$ cat config.mk
export PLATFORM = sky130hd
export DESIGN_NAME = ifu_fetch_ctrl
export DESIGN_NICKNAME = d
export VERILOG_FILES = /design/src/rtl/pdp8_pkg.sv /design/src/rtl/ifu_fetch_ctrl.sv
export SDC_FILE = /design/constraint.sdc
export NUM_CORES = 1
export LEC_CHECK = 0
export ABC_AREA = 1
export CORE_ASPECT_RATIO = 1.2
export CORE_MARGIN = 3
export CORE_UTILIZATION = 53
export CTS_BUF_LIST = sky130_fd_sc_hd__clkbuf_16
export DETAILED_ROUTE_END_ITERATION = 10
export PLACE_DENSITY_LB_ADDON = 0.2
export SLEW_MARGIN = 20
export SYNTH_ARGS = -nofsm -noshare
export SYNTH_HDL_FRONTEND = slang
export SYNTH_SLANG_ARGS = --single-unit
$ cat constraint.sdc
create_clock -name clk -period 3.3 [get_ports clk]
set_input_delay 0.33 -clock clk [delete_from_list [all_inputs] [get_ports clk]]
set_output_delay 0.33 -clock clk [all_outputs]
set_load 0.02 [all_outputs]
$ cat src/rtl/pdp8_pkg.sv
// PDP-8 IFD shared definitions.
// Widths, reset vector and fetch FSM state type.
`ifndef ADDR_WIDTH
`define ADDR_WIDTH 12
`endif
`ifndef DATA_WIDTH
`define DATA_WIDTH 12
`endif

package pdp8_pkg;

  localparam int ADDR_WIDTH = `ADDR_WIDTH;
  localparam int DATA_WIDTH = `DATA_WIDTH;

  localparam logic [11:0] START_ADDR_DEF = 12'o0200;

  typedef enum logic [1:0] {
    IDLE  = 2'd0,
    REQ   = 2'd1,
    CAPT  = 2'd2,
    VALID = 2'd3
  } fetch_state_e;

endpackage

$ cat src/rtl/ifu_fetch_ctrl.sv
// PDP-8 instruction fetch control stage.
// Owns the PC, issues reads, hands words to decode.
module ifu_fetch_ctrl
  import pdp8_pkg::*;
#(
  parameter int ADDR_W = ADDR_WIDTH,
  parameter int DATA_W = DATA_WIDTH,
  parameter logic [ADDR_W-1:0] START_ADDR =
    ADDR_W'(START_ADDR_DEF)
) (
  input  logic              clk,
  input  logic              reset,
  output logic              ifu_rd_req,
  output logic [ADDR_W-1:0] ifu_rd_addr,
  input  logic [DATA_W-1:0] ifu_rd_data,
  output logic              if_valid,
  output logic [DATA_W-1:0] if_instr,
  output logic [ADDR_W-1:0] if_pc,
  input  logic              id_ready,
  input  logic              exec_pc_load,
  input  logic [ADDR_W-1:0] exec_pc_val,
  input  logic              exec_halt
);

  fetch_state_e      r_state;
  logic [ADDR_W-1:0] r_pc;
  logic              r_req;
  logic [ADDR_W-1:0] r_addr;
  logic              r_valid;
  logic [DATA_W-1:0] r_instr;
  logic [ADDR_W-1:0] r_if_pc;
  logic [ADDR_W-1:0] w_pc_inc;

  // Next sequential PC, wraps at the top of memory.
  assign w_pc_inc = r_pc + ADDR_W'(1);

  assign ifu_rd_req  = r_req;
  assign ifu_rd_addr = r_addr;
  assign if_valid    = r_valid;
  assign if_instr    = r_instr;
  assign if_pc       = r_if_pc;

  // Fetch FSM: redirect wins over any state, outputs registered.
  always_ff @(posedge clk) begin
    if (reset) begin
      r_state <= IDLE;
      r_pc    <= START_ADDR;
      r_req   <= 1'b0;
      r_addr  <= '0;
      r_valid <= 1'b0;
      r_instr <= '0;
      r_if_pc <= '0;
    end else if (exec_pc_load) begin
      r_pc    <= exec_pc_val;
      r_valid <= 1'b0;
      if (exec_halt) begin
        r_state <= IDLE;
        r_req   <= 1'b0;
      end else begin
        r_state <= REQ;
        r_req   <= 1'b1;
        r_addr  <= exec_pc_val;
      end
    end else begin
      unique case (r_state)
        IDLE: begin
          if (!exec_halt) begin
            r_state <= REQ;
            r_req   <= 1'b1;
            r_addr  <= r_pc;
          end
        end
        REQ: begin
          r_state <= CAPT;
          r_req   <= 1'b0;
        end
        CAPT: begin
          r_state <= VALID;
          r_instr <= ifu_rd_data;
          r_if_pc <= r_pc;
          r_valid <= 1'b1;
        end
        VALID: begin
          if (id_ready) begin
            r_pc    <= w_pc_inc;
            r_valid <= 1'b0;
            if (exec_halt) begin
              r_state <= IDLE;
            end else begin
              r_state <= REQ;
              r_req   <= 1'b1;
              r_addr  <= w_pc_inc;
            end
          end
        end
      endcase
    end
  end

endmodule

Word level (Yosys, flattened, before mapping)
Cells that the tools add are included.

word-level totals
  output and inout port bits = 38
  word-level logic and storage cells = 52
  bits in registers = 52
  input bits = 29

cells by class
  $add $sub $neg = 1
  mux-type cells = 21
  reduce and logical (&&, ||, !) cells = 13
  bitwise gates (word level) = 1
  equality and inequality tests = 9

operator list
  kind                     number
  $mux W12                 8
  $pmux W12 S2             1
  $add A12 B1 Y12 const B  1
  $reduce_and A2 Y1        5
  $ne A2 B2 Y1 const B     4
  $pmux W2 S4              1
  $mux W1                  6
  $mux W2                  3
  $ne A3 B3 Y1 const B     2
  $reduce_bool A2 Y1       3
  $reduce_and A5 Y1        1
  $eq A2 B2 Y1 const B     2
  $reduce_bool A4 Y1       1
  $pmux W1 S3              1
  $reduce_bool A3 Y1       1
  $eq A2 B1 Y1 const B     1
  $logic_not A2 Y1         1
  $pmux W1 S2              1
  $reduce_or A2 Y1         1
  $not A1 Y1               1

Longest topological paths before layout
  depth in word-level cells = 5
  depth in mapped cells = 11
  mapped depth without buffers = 10

Worst setup path before layout
Ideal clock, no wire load.

  path kind = register to register
  start point = register r_state[0]
  end point = register r_addr[3] (netlist: ifu_rd_addr[3])
  data arrival time = 1,276 ps
  library setup time = 122 ps
  path slack = 1,902 ps
  buffers on the path = 2
  stages on the path, launching flop included = 12
  period minus slack after synthesis = 1,398 ps
  required time = 3,178 ps
  cells stage by stage = dfxtp_1 > ha_1 > buf_4 > inv_4 > nand2_8 > nor2_4 > nor2_2 > nand2_2 > buf_6 > nand2_1 > nand2_1 > a21oi_2

on the way
  word-level cells in the longest chain between the ends = 3
  elaborated cells on any way between the ends = 9
  those cells by class = 4 x eq/ne; 2 x mux; 3 x reduce/logical

RTL lines
  item                                                            RTL line              RTL
  start, declared                                                 ifu_fetch_ctrl.sv:25  fetch_state_e r_state;
  start signal, assigned                                          ifu_fetch_ctrl.sv:46  r_state <= IDLE;
  start signal, assigned                                          ifu_fetch_ctrl.sv:57  r_state <= IDLE;
  start signal, assigned                                          ifu_fetch_ctrl.sv:60  r_state <= REQ;
  $eq A2 B2 Y1 or $logic_not A2 Y1 (tied branches)                ifu_fetch_ctrl.sv:65  unique case (r_state)
  $ne A3 B3 Y1 (no source line) (tied with other cells)           -
  $reduce_and A5 Y1 (no source line) or $mux W12 (tied branches)  -
  end signal, assigned                                            ifu_fetch_ctrl.sv:62  r_addr <= exec_pc_val;
  end signal, assigned                                            ifu_fetch_ctrl.sv:70  r_addr <= r_pc;
  end signal, assigned                                            ifu_fetch_ctrl.sv:92  r_addr <= w_pc_inc;
  end, declared                                                   ifu_fetch_ctrl.sv:28  logic [ADDR_W-1:0] r_addr;

Parallel ways exist; a longest one is shown, timed or not.
A chain may end at the register's enable or synchronous reset.

Worst setup path in the final report
  start point = input exec_pc_load
  end point = register r_instr[0] (netlist: if_instr[0])

on the way
  word-level cells in the longest chain between the ends = 2

RTL lines
  item                                RTL line              RTL
  start, declared                     ifu_fetch_ctrl.sv:20  input logic exec_pc_load,
  $not A1 Y1 (no source line)         -
  $reduce_and A2 Y1 (no source line)  -
  end signal, assigned                ifu_fetch_ctrl.sv:79  r_instr <= ifu_rd_data;
  end, declared                       ifu_fetch_ctrl.sv:30  logic [DATA_W-1:0] r_instr;

No other way between the ends.

==> results.json <==
{
  "areaGrowthSynthToFinish_pct": 29.6,
  "routabilityCongestion": 0.805,
  "die_height_um": 83.5,
  "cts_resized": 0,
  "cts_max_level": 2,
  "status": "finished clean",
  "layout-drive-gt1-share_pct": 8.26,
  "antenna_cells": 0,
  "io_buffers": 66,
  "syn_avg_cell_area_sq_um": 6.99,
  "hold_violations": 0,
  "setup_ws_ps": 1210,
  "post-cts-setup-buffers": 0,
  "r2r_slack_ps": 1290,
  "vias": 2625,
  "syn_inst": 379,
  "overflow": 0,
  "post-route-drc-count": 0,
  "worst_slew_pin_slew_ps": 640,
  "dp_slack_ps": 980,
  "max_freq_ghz": 0.479,
  "track_usage_pct": 23.0,
  "dp_hpwl_um": 4530,
  "cts_tree": "done",
  "dieArea_sq_mm": 0.00589,
  "clock_path_buffers": 2,
  "fillers": 402,
  "r2r-end": "if_instr[0]",
  "final_cell_mix": "nand2_1, clkdlybuf4s50_1, dfxtp_1",
  "fin_crit_sh_pct": 63.3,
  "setup_viol": 0,
  "combPwrFrac_pct": 21.0,
  "p_leak_nw": 1.43,
  "drt_iter0_markers": 220,
  "antenna_left": 0,
  "setup_tns_ps": 0,
  "finClkSkew_ps": 3.87,
  "cts_sinks": 52,
  "final_cell_count_no_fill": 494,
  "clk_latency_ps": 290,
  "ios": 67,
  "maxCapViolations": 0,
  "grt_pass1_vias": 2472,
  "layout_commonest_cell": "nand2_1",
  "core_sq_mm": 0.00470,
  "fin_nets": 469,
  "rows": 27,
  "dp_cells": 486,
  "worstRegToRegCells": 7,
  "reg2reg_from": "r_state[0]",
  "grt_pass1_wl_um": 11100,
  "p_per_area_mw_per_mm2": 452,
  "hold_class": "flip-flop to flip-flop",
  "ys_seq_area_share_pct": 39.3,
  "clkTransAtPathRegs_ps": 70,
  "arrival_ps": 2270,
  "firstDrtPassIters": 4,
  "yosys_warnings": 0,
  "wl_um": 6610,
  "min_delay_path_depth": 2,
  "floorplan.initialDensity_pct": 56.4,
  "pwr-share-seq_pct": 45.4,
  "finalCriticalPeriod_ps": 2090,
  "cp_common_cell": "nor2_1",
  "critPathKind": "input port to flip-flop",
  "pwr-share-clk_pct": 33.6,
  "postSynthRegisterBits": 52,
  "whs_endpoint": "ifu_rd_addr[1]",
  "ys_types": 27,
  "grt_start_max_net_pins": 46,
  "rsz0062_at_grt": "no",
  "ir_drop_mv": 0.308,
  "relSlewSlack_pct": 57.3,
  "swShare_pct": 29.4,
  "worstHoldStart": "ifu_rd_addr[1]",
  "holdBufCountCts": 0,
  "internal_power_mw": 1.10,
  "fp.dieW_um": 70.6,
  "cts-buffers-inserted": 5,
  "worst-path-max-fanout": 35,
  "syn_area_sq_mm": 0.00265,
  "crit_slowest_cell": "nor2_4",
  "path_cells": "clkdlybuf4s50_1 > buf_4 > nor2_4 > inv_1 > nor2_1 > nor2_1",
  "cp-start-kind": "input port",
  "clockRootBuffer": "clkbuf_16",
  "p_sw_mw": 0.456,
  "required_ps": 3480,
  "postSynthNetCount": 413,
  "wl_per_cell_um": 13.4,
  "cp-end-kind": "flip-flop",
  "slew_violations": 0,
  "slowest_delay_ps": 540,
  "antenna_found_initial": 0,
  "viasPerCell": 5.31
}
-- flip-flops by register name, summed over array words and instances (netlist names) --
| signal | count |
|---|---|
| ifu_rd_addr | 12 |
| if_instr | 12 |
| r_pc | 12 |
| r_state | 2 |
| if_valid | 1 |
| if_pc | 12 |
| ifu_rd_req | 1 |
-- layer usage --
metal / share of wire (%) / wire, um / global-route usage [%] / up-vias
met1: 40 / 2640 / 26.5 / 1192
met3: 5.0 / 330 / 4.58 / 15
met5: 0 / 0 / 0 / -
met4: 2.4 / 159 / 9.74 / 0
met2: 53 / 3470 / 40.9 / 78
li1: - / - / - / 1340
-- power by group through the flow --
stage,Clock [mW],Combinational [mW],Sequential (mW)
finish,0.522,0.326,0.705
global route,0.557,0.361,0.711
CTS,0.531,0.328,0.705
detailed placement,0,0.325,0.719
global placement,0,0.319,0.717
floorplan,0,0.166,0.751
-- cells in the mapped netlist, drive strengths merged --
cell type	instances	area share, %
a211oi	2	0.57
a21oi	34	8.0
a31oi	5	1.2
buf	11	2.9
clkbuf	7	0.99
dfxtp	52	39
ha	5	2.4
inv	40	5.9
nand2	87	13
nand3	24	4.5
nand4	3	0.71
nor2	55	9.6
o211ai	1	0.28
o21ai	49	9.3
o21bai	3	0.85
xor2	1	0.33
-- worst max-delay path: cells and delay by family --
kind	cells	cell delay, ps
buffers and inverters	3	1110
AND/OR/NAND/NOR	3	820
-- per-stage QoR --
step	instance area [sq um]	utilization, %	hold WS [ps]	power (mW)
6_report	3430	73.1	470	1.55
5_1_grt	3430	73.1	505	1.63
4_1_cts	3430	73.1	473	1.56
3_5_place_dp	3290	70.0	465	1.04
3_3_place_gp	3290	70.0	459	1.04
2_1_floorplan	2650	-	465	0.917
-- how the worst max path moves through the flow --
stage	from	to	slack [ps]	cells after the start
2_1_floorplan	r_state[0]	ifu_rd_addr[3]	1900	11
3_3_place_gp	exec_pc_load	if_instr[7]	1040	6
3_5_place_dp	exec_pc_load	if_instr[0]	980	6
4_1_cts	exec_pc_load	if_instr[0]	1230	6
5_1_grt	exec_pc_load	if_instr[0]	1000	6
6_report	exec_pc_load	if_instr[0]	1210	6
-- cells by family (layout without fill, tap and decap cells) --
kind of cell | Yosys count | count (layout) | share of synthesized area, %
AO/OA/AOI/OAI | 94 | 94 | 20.1
AND/OR/NAND/NOR | 169 | 169 | 28.1
adder cells (fa/ha/maj) | 5 | 5 | 2.36
XOR/XNOR | 1 | 1 | 0.331
flip-flops | 52 | 52 | 39.3
buffers and inverters | 58 | 115 | 9.77
-- area by class of cell --
cell class	instances	area, sq um	area share (%)
Clock inverter	3	22.5	0.656
Sequential cell	52	1040	30.3
Timing Repair Buffer	67	668	19.5
Inverter	40	155	4.52
Clock buffer	5	125	3.64
Multi-Input combinational cell	269	1350	39.3
Tap cell	58	72.6	2.11
No activity file was read; power rests on OpenSTA's default activity.
